[src/rtl/ace_line_state_tracker.sv]
// ACE per-line coherence state tracker (I/UC/UD/SC/SD), one local op or snoop in flight.
// Defining ACE_TRK_FLUSH_EN adds a flush walker (flush_req_i / flush_busy_o).
module ace_line_state_tracker #(
   parameter int ADDR_W     = 32,
   parameter int LINE_BYTES = 64,
   parameter int NUM_LINES  = 8
) (
   input  logic                         clk,
   input  logic                         rst_n,
`ifdef ACE_TRK_FLUSH_EN
   input  logic                         flush_req_i,
   output logic                         flush_busy_o,
`endif
   input  logic                         arvalid_i,
   output logic                         arready_o,
   input  logic [ADDR_W-1:0]            araddr_i,
   input  logic                         awvalid_i,
   output logic                         awready_o,
   input  logic [ADDR_W-1:0]            awaddr_i,
   input  logic                         acvalid_i,
   output logic                         acready_o,
   input  logic [ADDR_W-1:0]            acaddr_i,
   input  logic [3:0]                   acsnoop_i,
   output logic                         crvalid_o,
   input  logic                         crready_i,
   output logic [4:0]                   crresp_o,
   output logic                         read_main_mem_o,
   output logic                         read_cache_o,
   output logic                         write_main_mem_o,
   output logic                         write_cache_o,
   output logic [$clog2(NUM_LINES)-1:0] act_idx_o,
   output logic [3*NUM_LINES-1:0]       line_state_o
);
   localparam int OFFS  = $clog2(LINE_BYTES);
   localparam int IDX_W = $clog2(NUM_LINES);

   localparam logic [2:0] LS_I  = 3'd0;
   localparam logic [2:0] LS_UC = 3'd1;
   localparam logic [2:0] LS_UD = 3'd2;
   localparam logic [2:0] LS_SC = 3'd3;
   localparam logic [2:0] LS_SD = 3'd4;

   typedef enum logic [1:0] {
      ST_IDLE  = 2'd0,
      ST_EXEC  = 2'd1,
`ifdef ACE_TRK_FLUSH_EN
      ST_RESP  = 2'd2,
      ST_FLUSH = 2'd3
`else
      ST_RESP  = 2'd2
`endif
   } state_e;

   state_e           state_q, state_d;
   logic [2:0]       lines_q [NUM_LINES];
   logic             upd_en_s;
   logic [IDX_W-1:0] upd_idx_s;
   logic [2:0]       upd_val_s;
   logic             rd_mm_q, rd_mm_d, rd_c_q, rd_c_d, wr_mm_q, wr_mm_d, wr_c_q, wr_c_d;
   logic [IDX_W-1:0] act_idx_q, act_idx_d;
   logic             crvalid_q, crvalid_d;
   logic [4:0]       crresp_q, crresp_d;
   logic             acready_s, awready_s, arready_s;
   logic [IDX_W-1:0] ac_idx_s, aw_idx_s, ar_idx_s;
   logic [2:0]       ac_cur_s, aw_cur_s, ar_cur_s;
   logic             unused_addr_s;
`ifdef ACE_TRK_FLUSH_EN
   localparam logic [IDX_W:0] FLUSH_END = (IDX_W+1)'(NUM_LINES);
   logic [IDX_W:0]   flush_cnt_q, flush_cnt_d;
   logic [IDX_W-1:0] flush_idx_s;
   assign flush_idx_s  = flush_cnt_q[IDX_W-1:0];
   assign flush_busy_o = (state_q == ST_FLUSH);
`endif

   function automatic logic is_dirty(input logic [2:0] st);
      return (st == LS_UD) || (st == LS_SD);
   endfunction

   function automatic logic is_unique(input logic [2:0] st);
      return (st == LS_UC) || (st == LS_UD);
   endfunction

   // Untagged lines: only the index field of each address selects a line.
   assign ac_idx_s      = acaddr_i[OFFS +: IDX_W];
   assign aw_idx_s      = awaddr_i[OFFS +: IDX_W];
   assign ar_idx_s      = araddr_i[OFFS +: IDX_W];
   assign ac_cur_s      = lines_q[ac_idx_s];
   assign aw_cur_s      = lines_q[aw_idx_s];
   assign ar_cur_s      = lines_q[ar_idx_s];
   assign unused_addr_s = ^{araddr_i, awaddr_i, acaddr_i};

   // Next-state, line update and response decode
   always_comb begin
      state_d   = state_q;
      upd_en_s  = 1'b0;
      upd_idx_s = {IDX_W{1'b0}};
      upd_val_s = LS_I;
      rd_mm_d   = 1'b0;
      rd_c_d    = 1'b0;
      wr_mm_d   = 1'b0;
      wr_c_d    = 1'b0;
      act_idx_d = act_idx_q;
      crvalid_d = crvalid_q;
      crresp_d  = crresp_q;
      acready_s = 1'b0;
      awready_s = 1'b0;
      arready_s = 1'b0;
`ifdef ACE_TRK_FLUSH_EN
      flush_cnt_d = flush_cnt_q;
`endif
      case (state_q)
         ST_IDLE: begin
            acready_s = rst_n;
            awready_s = rst_n && !acvalid_i;
            arready_s = rst_n && !acvalid_i && !awvalid_i;
            if (acvalid_i) begin
               state_d   = ST_EXEC;
               act_idx_d = ac_idx_s;
               upd_idx_s = ac_idx_s;
               crvalid_d = 1'b1;
               case (acsnoop_i)
                  4'b0000: crresp_d = (ac_cur_s == LS_I) ? 5'b00000 : 5'b00001;
                  4'b0001: begin
                     upd_en_s  = is_unique(ac_cur_s);
                     upd_val_s = (ac_cur_s == LS_UD) ? LS_SD : LS_SC;
                     crresp_d  = (ac_cur_s == LS_I) ? 5'b00000 : {is_unique(ac_cur_s), 4'b1001};
                  end
                  4'b0111: begin
                     upd_en_s = 1'b1;
                     crresp_d = (ac_cur_s == LS_I) ? 5'b00000
                              : {is_unique(ac_cur_s), 1'b0, is_dirty(ac_cur_s), 2'b01};
                  end
                  4'b1001: begin
                     upd_en_s = 1'b1;
                     wr_mm_d  = is_dirty(ac_cur_s);
                     crresp_d = 5'b00000;
                  end
                  4'b1101: begin
                     upd_en_s = 1'b1;
                     crresp_d = 5'b00000;
                  end
                  default: crresp_d = 5'b00010;
               endcase
            end else if (awvalid_i) begin
               state_d   = ST_EXEC;
               act_idx_d = aw_idx_s;
               upd_en_s  = 1'b1;
               upd_idx_s = aw_idx_s;
               upd_val_s = LS_UD;
               wr_c_d    = 1'b1;
               rd_mm_d   = (aw_cur_s == LS_I);
            end else if (arvalid_i) begin
               state_d   = ST_EXEC;
               act_idx_d = ar_idx_s;
               upd_en_s  = (ar_cur_s == LS_I);
               upd_idx_s = ar_idx_s;
               upd_val_s = LS_UC;
               rd_mm_d   = (ar_cur_s == LS_I);
               rd_c_d    = (ar_cur_s != LS_I);
            end else begin
`ifdef ACE_TRK_FLUSH_EN
               // Line 0 is retired on the accepting edge so the walk spans NUM_LINES cycles.
               if (flush_req_i) begin
                  state_d     = ST_FLUSH;
                  act_idx_d   = {IDX_W{1'b0}};
                  upd_en_s    = 1'b1;
                  wr_mm_d     = is_dirty(lines_q[0]);
                  flush_cnt_d = (IDX_W+1)'(1);
               end else begin
                  state_d = ST_IDLE;
               end
`else
               state_d = ST_IDLE;
`endif
            end
         end
         ST_EXEC: begin
            if (crvalid_q && crready_i) begin
               crvalid_d = 1'b0;
               crresp_d  = 5'b00000;
               state_d   = ST_IDLE;
            end else if (crvalid_q) begin
               state_d = ST_RESP;
            end else begin
               state_d = ST_IDLE;
            end
         end
         ST_RESP: begin
            if (crready_i) begin
               crvalid_d = 1'b0;
               crresp_d  = 5'b00000;
               state_d   = ST_IDLE;
            end else begin
               state_d = ST_RESP;
            end
         end
`ifdef ACE_TRK_FLUSH_EN
         ST_FLUSH: begin
            if (flush_cnt_q == FLUSH_END) begin
               state_d = ST_IDLE;
            end else begin
               act_idx_d   = flush_idx_s;
               upd_en_s    = 1'b1;
               upd_idx_s   = flush_idx_s;
               wr_mm_d     = is_dirty(lines_q[flush_idx_s]);
               flush_cnt_d = flush_cnt_q + (IDX_W+1)'(1);
            end
         end
`endif
         default: state_d = ST_IDLE;
      endcase
   end

   // FSM and registered output state
   always_ff @(posedge clk or negedge rst_n) begin
      if (!rst_n) begin
         state_q   <= ST_IDLE;
         rd_mm_q   <= 1'b0;
         rd_c_q    <= 1'b0;
         wr_mm_q   <= 1'b0;
         wr_c_q    <= 1'b0;
         act_idx_q <= {IDX_W{1'b0}};
         crvalid_q <= 1'b0;
         crresp_q  <= 5'b00000;
`ifdef ACE_TRK_FLUSH_EN
         flush_cnt_q <= {(IDX_W+1){1'b0}};
`endif
      end else begin
         state_q   <= state_d;
         rd_mm_q   <= rd_mm_d;
         rd_c_q    <= rd_c_d;
         wr_mm_q   <= wr_mm_d;
         wr_c_q    <= wr_c_d;
         act_idx_q <= act_idx_d;
         crvalid_q <= crvalid_d;
         crresp_q  <= crresp_d;
`ifdef ACE_TRK_FLUSH_EN
         flush_cnt_q <= flush_cnt_d;
`endif
      end
   end

   // Coherence state array, single write port
   always_ff @(posedge clk or negedge rst_n) begin
      if (!rst_n) begin
         for (int i = 0; i < NUM_LINES; i++) lines_q[i] <= LS_I;
      end else if (upd_en_s) begin
         lines_q[upd_idx_s] <= upd_val_s;
      end
   end

   for (genvar g = 0; g < NUM_LINES; g++) begin : g_pack
      assign line_state_o[3*g +: 3] = lines_q[g];
   end

   assign acready_o        = acready_s;
   assign awready_o        = awready_s;
   assign arready_o        = arready_s;
   assign crvalid_o        = crvalid_q;
   assign crresp_o         = crresp_q;
   assign read_main_mem_o  = rd_mm_q;
   assign read_cache_o     = rd_c_q;
   assign write_main_mem_o = wr_mm_q;
   assign write_cache_o    = wr_c_q;
   assign act_idx_o        = act_idx_q;
endmodule

[config.mk]
export PLATFORM = sky130hd
export DESIGN_NAME = ace_line_state_tracker
export DESIGN_NICKNAME = d
export VERILOG_FILES = /design/src/rtl/ace_line_state_tracker.sv
export SDC_FILE = /design/constraint.sdc
export NUM_CORES = 1
export LEC_CHECK = 0
export BUFFER_PORTS_ARGS = -buffer_cell sky130_fd_sc_hd__buf_4
export CAP_MARGIN = 15
export CORE_AREA = 8 8 101 75
export CTS_CLUSTER_DIAMETER = 120
export CTS_CLUSTER_SIZE = 14
export DETAILED_ROUTE_END_ITERATION = 7
export DIE_AREA = 0 0 109 83
export GPL_TIMING_DRIVEN = 0
export PLACE_DENSITY = 0.74
export SLEW_MARGIN = 10
export SYNTH_ARGS = -nofsm -noshare
export SYNTH_HDL_FRONTEND = slang
export SYNTH_SLANG_ARGS = --single-unit
[constraint.sdc]
create_clock -name clk -period 3.35 [get_ports clk]
set_clock_uncertainty 0.1 [all_clocks]
set_input_delay 0.5025 -clock clk [delete_from_list [all_inputs] [get_ports clk]]
set_output_delay 0.5025 -clock clk [all_outputs]
set_load 0.01 [all_outputs]
After elaboration in Yosys (flattened, before gate mapping)

Index checks and enable logic that the tools add are counted.

Output and inout port bits: 40
Input bits: 106
Word-level logic and storage cells: 122
Bits in registers: 39

$lt $le $gt $ge: 5
Multiplexer cells: 65
Reductions and logical operators: 20
Bitwise logic cells: 4
Equal/unequal tests: 12

Operators with widths:

| kind                                                        | count |
|---|---|
| 2-to-1 mux 3 bit                                            | 18 |
| 2-to-1 mux 1 bit                                            | 28 |
| binary-select mux 3 bit (select 3 bit)                      | 3 |
| 2-to-1 mux 5 bit                                            | 5 |
| bitwise mux 24 bit                                          | 1 |
| case mux 5 bit (4 select lines)                             | 1 |
| >= comparator 4 bit (second input constant)                 | 4 |
| inverter 3 -> 4 bit                                         | 4 |
| case mux 5 bit (3 select lines)                             | 1 |
| demux 3 bit (select 3 bit)                                  | 1 |
| zero test 3 bit                                             | 3 |
| nonzero test 3 bit                                          | 3 |
| equality test 4 bit (second input constant)                 | 2 |
| 2-to-1 mux 2 bit                                            | 4 |
| != test 2 bit (second input constant)                       | 3 |
| case mux 2 bit (3 select lines)                             | 1 |
| equality test 4 x 1 -> 1 bit (second input constant)        | 1 |
| equality test 4 x 3 -> 1 bit (second input constant)        | 1 |
| logical AND 1 bit                                           | 4 |
| zero test 4 bit                                             | 1 |
| less-than comparator 4 x 1 -> 1 bit (second input constant) | 1 |
| AND reduction 4 bit                                         | 1 |
| equality test 3 x 1 -> 1 bit (second input constant)        | 1 |
| equality test 3 x 2 -> 1 bit (second input constant)        | 1 |
| other kinds (11)                                            | 13 |

Logic depth before layout (Yosys ltp)

Depth after elaboration: 10
Mapped depth: 9
Mapped depth without buffers: 8

Worst setup path before layout

No wires, ideal clock.

Kind: input to register
Start point: input port acaddr_i[6]
End point: register lines_q (netlist bit line_state_o[15])
Setup time: 128 ps
Path buffers: 1
Required time: 3122 ps
Data arrival time: 2667 ps
Slack: 455 ps
Cell stages on the path: 7
Path through: buf_2 mux4_2 mux2i_2 xor2_1 a31oi_4 nor4b_4 mux2_1

Longest elaborated chain between the ends: 10
Elaborated cells between the ends (all ways): 23
Classes of those cells: 2 x order compare; 2 x eq/ne; 15 x mux; 2 x bitwise; 2 x reduce/logical

RTL lines:

| what                                                 | line    | source |
|---|---|---|
| start: declaration                                   | 22      | `input logic [ADDR_W-1:0] acaddr_i,` |
| inverter 3 -> 4 bit (not written as such)            | 87      | `assign ac_cur_s = lines_q[ac_idx_s];` |
| binary-select mux 3 bit (select 3 bit)               | 87      |  |
| 2-to-1 mux 3 bit (not written as such) (2 in series) | 87      |  |
| equality test 3 x 2 -> 1 bit                         | 80, 125 |  |
| 2-to-1 mux 3 bit                                     | 125     | `upd_val_s = (ac_cur_s == LS_UD) ? LS_SD : LS_SC;` |
| 2-to-1 mux 3 bit                                     | 121     | `case (acsnoop_i)` |
| 2-to-1 mux 3 bit                                     | 116     | `if (acvalid_i) begin` |
| 2-to-1 mux 3 bit                                     | 111     | `case (state_q)` |
| bitwise mux 24 bit                                   | 248     | `lines_q[upd_idx_s] <= upd_val_s;` |
| end signal: indexed assignment                       | 248     |  |
| end: declaration                                     | 55      | `logic [2:0] lines_q [NUM_LINES];` |

Parallel ways exist; a longest one is shown, timed or not. The select of a mux whose other input is x is not followed.
A chain may end at the register's enable or synchronous reset.

Worst setup path after layout

Start point: input port acaddr_i[6]
End point: register lines_q (netlist bit line_state_o[18])

Same word-level chain as after synthesis.

==> impl_results.rst <==
.. list-table::
   :header-rows: 1

   * - Metric
     - Value
   * - Result of the run
     - finished clean
   * - Worst-path clk slew
     - 0.08 ns
   * - Total congestion overflow after global routing
     - 0
   * - RSZ-0062 raised after global routing
     - false
   * - Number of sinks driven by the clock tree
     - 39
   * - Slowest CP cell
     - sky130_fd_sc_hd__a211oi_1
   * - Setup fix buffers added after clock tree synthesis
     - 0
   * - Die Height
     - ~83 microns
   * - Remaining number of nets flagged by the antenna check after routing
     - 0
   * - Clock period minus worst slack
     - a little under 3 ns
   * - Drc violations
     - 0
   * - Standby leakage power
     - 1.40 nW
   * - Post-layout total power
     - 1.95 mW
   * - DRT iter0 DRCs
     - 107
   * - Layout cells sized above 1
     - 31.2%
   * - Root Buffer Master
     - sky130_fd_sc_hd__clkbuf_8
   * - Maximum number of pins on one net before global-route repair
     - 41
   * - Number of antenna violations at the first check in global routing
     - 0
   * - Critical Path Source Type
     - input port
   * - Total Neg Setup Slack
     - 0 ns
   * - Type of the tightest min-delay check
     - input port to async pin
   * - Per-cell routed wire length
     - 18.5 microns
   * - Setup WS post-layout
     - between 0.3 and 0.4 ns
   * - Std-Cell Rows
     - 24
   * - Final hold violation count
     - 0
   * - Worst voltage drop across the vdd grid
     - between 0.2 and 0.3 mV
   * - Proportion of synthesized flip-flops having asynchronous set or reset
     - 100%
   * - Largest driver fanout on the critical path
     - 8
   * - Pin slew with the least headroom to its limit
     - 1.16 ns
   * - Synth Instances
     - around 200
   * - Library cells used by synthesis
     - 42
   * - Vias per std cell
     - 5.61
   * - Total of fill cells in the finished design
     - 560
   * - Half-perimeter wire length after placement
     - 4970 microns
   * - Total length of routed wires
     - 6360 microns
   * - Post-CTS sizing
     - 0
   * - Wl on met1
     - 2860 microns
   * - Slew HR
     - 22.2%
   * - Starting density of the core
     - 38.4%
   * - Core Util, Final
     - 48.3%
   * - Critical path's largest stage delay
     - 0.96 ns
   * - Count of hold-fix buffers inserted at cts
     - 0
   * - Number of nets at the end of the flow
     - 376
   * - Number of synthesized flops with an enable pin
     - 0
   * - H-Tree Level Count
     - 2
   * - Pre-antenna DRT Iters
     - 4
   * - Worst endpoint data arrival time
     - between 3 and 4 ns
   * - Vias in the first global route
     - 1991
   * - Routability congestion estimate
     - 0.892
   * - Share of the yosys chip area belonging to registers
     - a little over two fifths
   * - Finished layout cell area
     - 0.00292 sq mm
   * - Vias
     - 1930
   * - Nature of the critical path endpoint
     - register
   * - Total of endpoints with negative setup slack in the final report
     - 0
   * - Overall die width
     - roughly 110 microns
   * - IO Count
     - roughly 150
   * - Cell area after synthesis
     - about 0.0023 sq mm
   * - Placement-stage cell area
     - 0.00282 sq mm
   * - Final critical-path share of the clock period
     - 88.9%
   * - Minimum hold slack
     - 0.0813 ns
   * - Fmax
     - between 0.3 and 0.4 GHz
   * - FF+latch count, synth
     - 39
   * - Critical path's top delay family
     - multiplexers
   * - Required time at the endpoint of the critical path
     - 3.48 ns
   * - Detailed route wirelength on metal2
     - 2780 microns
   * - Worst setup timing slack at the placement stage
     - 0.130 ns
   * - Number of antenna diodes
     - 0
   * - Final Max Tran Viols
     - 0
   * - Worst-case clock buffer depth
     - 2
   * - Top layer used by detailed routing
     - met4
   * - Synthesis Warnings
     - 0
   * - Layout area overhead
     - 25.8%
   * - CTS tree
     - yes
   * - Total nets after synthesis
     - 314
   * - Critical path class
     - input port to register
   * - Commonest register cell after synthesis
     - sky130_fd_sc_hd__dfrtp_1
   * - GRT Util Overall
     - 14.4%
   * - Number of cells after detailed placement
     - 336
   * - CP Cell Sequence
     - buf_2 > mux4_2 > mux2i_2 > nand3b_1 > a21oi_1 > a211oi_1 > mux2_1
   * - Total power density per cell area
     - roughly 670 mW/mm^2
   * - Die Outline Area
     - between 0.009 and 0.01 sq mm
   * - Critical path buffer and inverter count
     - 1
   * - Total clock buffers created by CTS
     - 5
   * - Global-route wire length before repair
     - 10400 microns
   * - Routed wl met3
     - 659 microns
   * - Mapped Avg Cell Area
     - 11.4 sq um
   * - Core Region
     - 0.00604 sq mm
   * - Count of buffers from port buffering
     - 54
   * - Cell Count, Final, Fillers Out
     - around 340
   * - Clock Latency Late Sink
     - 0.29 ns
   * - Number of max-cap violations
     - 0
## flip-flops by register name, indices dropped and copies added (netlist names)
| register | count |
|---|---|
| crvalid_o | 1 |
| write_main_mem_o | 1 |
| act_idx_o | 3 |
| read_main_mem_o | 1 |
| read_cache_o | 1 |
| write_cache_o | 1 |
| crresp_o | 5 |
| state_q | 2 |
| line_state_o | 24 |
## cell type report
class / instances / area, sq um / share of cell area (%)
buffer: 6 / 25.0 / 0.858
clock buffer: 6 / 82.6 / 2.83
clock inverter: 1 / 5.00 / 0.172
inverter: 7 / 26.3 / 0.901
multi-input combinational: 152 / 1290 / 44.3
sequential: 39 / 976 / 33.4
tap: 78 / 97.6 / 3.34
timing repair buffer: 55 / 413 / 14.2
## kinds of logic (layout without fill, tap and decap cells)
logic type | count (synthesis) | after routing | synth area share, %
fa+ha+maj | 4 | 4 | 2.16
compound gates | 36 | 36 | 11.7
mux | 36 | 36 | 20.9
xor+xnor | 2 | 2 | 0.755
flops | 39 | 39 | 42.1
buf+inv | 13 | 75 | 2.21
simple gates | 74 | 74 | 20.2
## metal layers
layer | up-vias | GRT usage, %
met5 | - | 0
met4 | 0 | 3.84
met3 | 7 | 4.94
met2 | 80 | 20.8
met1 | 945 | 19.8
li1 | 898 | -
## final timing paths
path / startpoint / end / slack [ns] / cells past startpoint
min reg2reg: act_idx_o[2] / act_idx_o[2] / 0.38 / 2
max in group asynchronous: rst_n / read_cache_o / 2.72 / 1
min in group clk: crready_i / state_q[1] / 0.28 / 2
max: acaddr_i[6] / line_state_o[18] / 0.37 / 7
min: rst_n / line_state_o[11] / 0.08 / 1
max reg2reg: line_state_o[1] / line_state_o[18] / 0.45 / 6
## worst register-to-register path, stage by stage, from the launching register on
cell and delay, ns:
sky130_fd_sc_hd__dfrtp_1 0.44, sky130_fd_sc_hd__mux4_2 0.52, sky130_fd_sc_hd__mux2i_2 0.27, sky130_fd_sc_hd__nand3b_1 0.17, sky130_fd_sc_hd__a21oi_1 0.09, sky130_fd_sc_hd__a211oi_1 0.96, sky130_fd_sc_hd__mux2_1 0.28
## synth_stat cells, types with 3 or more instances
| cell type | count | area, sq um |
|---|---|---|
| sky130_fd_sc_hd__dfrtp_1 | 39 | 976 |
| sky130_fd_sc_hd__mux2_1 | 24 | 270 |
| sky130_fd_sc_hd__nand2_1 | 22 | 82.6 |
| sky130_fd_sc_hd__nor3_1 | 11 | 55.1 |
| sky130_fd_sc_hd__nor2_1 | 9 | 33.8 |
| sky130_fd_sc_hd__a21oi_1 | 7 | 35.0 |
| sky130_fd_sc_hd__mux4_2 | 7 | 158 |
| sky130_fd_sc_hd__inv_1 | 6 | 22.5 |
| sky130_fd_sc_hd__o21ai_0 | 6 | 30.0 |
| sky130_fd_sc_hd__nor2b_1 | 5 | 31.3 |
| sky130_fd_sc_hd__a22o_1 | 4 | 35.0 |
| sky130_fd_sc_hd__clkbuf_1 | 4 | 15.0 |
| sky130_fd_sc_hd__ha_1 | 4 | 50.1 |
| sky130_fd_sc_hd__nor3_2 | 4 | 40.0 |
| sky130_fd_sc_hd__nor4_1 | 4 | 25.0 |
| sky130_fd_sc_hd__nor4b_4 | 4 | 95.1 |
| sky130_fd_sc_hd__a211oi_1 | 3 | 22.5 |
| sky130_fd_sc_hd__and3b_1 | 3 | 26.3 |
| sky130_fd_sc_hd__mux2i_1 | 3 | 30.0 |
| sky130_fd_sc_hd__nand3_1 | 3 | 15.0 |
| sky130_fd_sc_hd__o211ai_1 | 3 | 22.5 |
## report_power, final
part	internal [mW]	total, mW	switching, mW	leakage, nW
Sequential	0.587	0.702	0.116	0.525
Clock	0.162	0.325	0.164	0.0470
Combinational	0.418	0.925	0.507	0.825
## layout by cell type, fill, tap and decap left out, types with 7 or more instances in the layout
cell type	count
sky130_fd_sc_hd__mux2_1	24
sky130_fd_sc_hd__mux4_2	7
sky130_fd_sc_hd__buf_4	55
sky130_fd_sc_hd__nor2_1	9
sky130_fd_sc_hd__nand2_1	22
sky130_fd_sc_hd__nor3_1	11
sky130_fd_sc_hd__a21oi_1	7
sky130_fd_sc_hd__dfrtp_1	39
No activity file was read; power rests on OpenSTA's default activity.
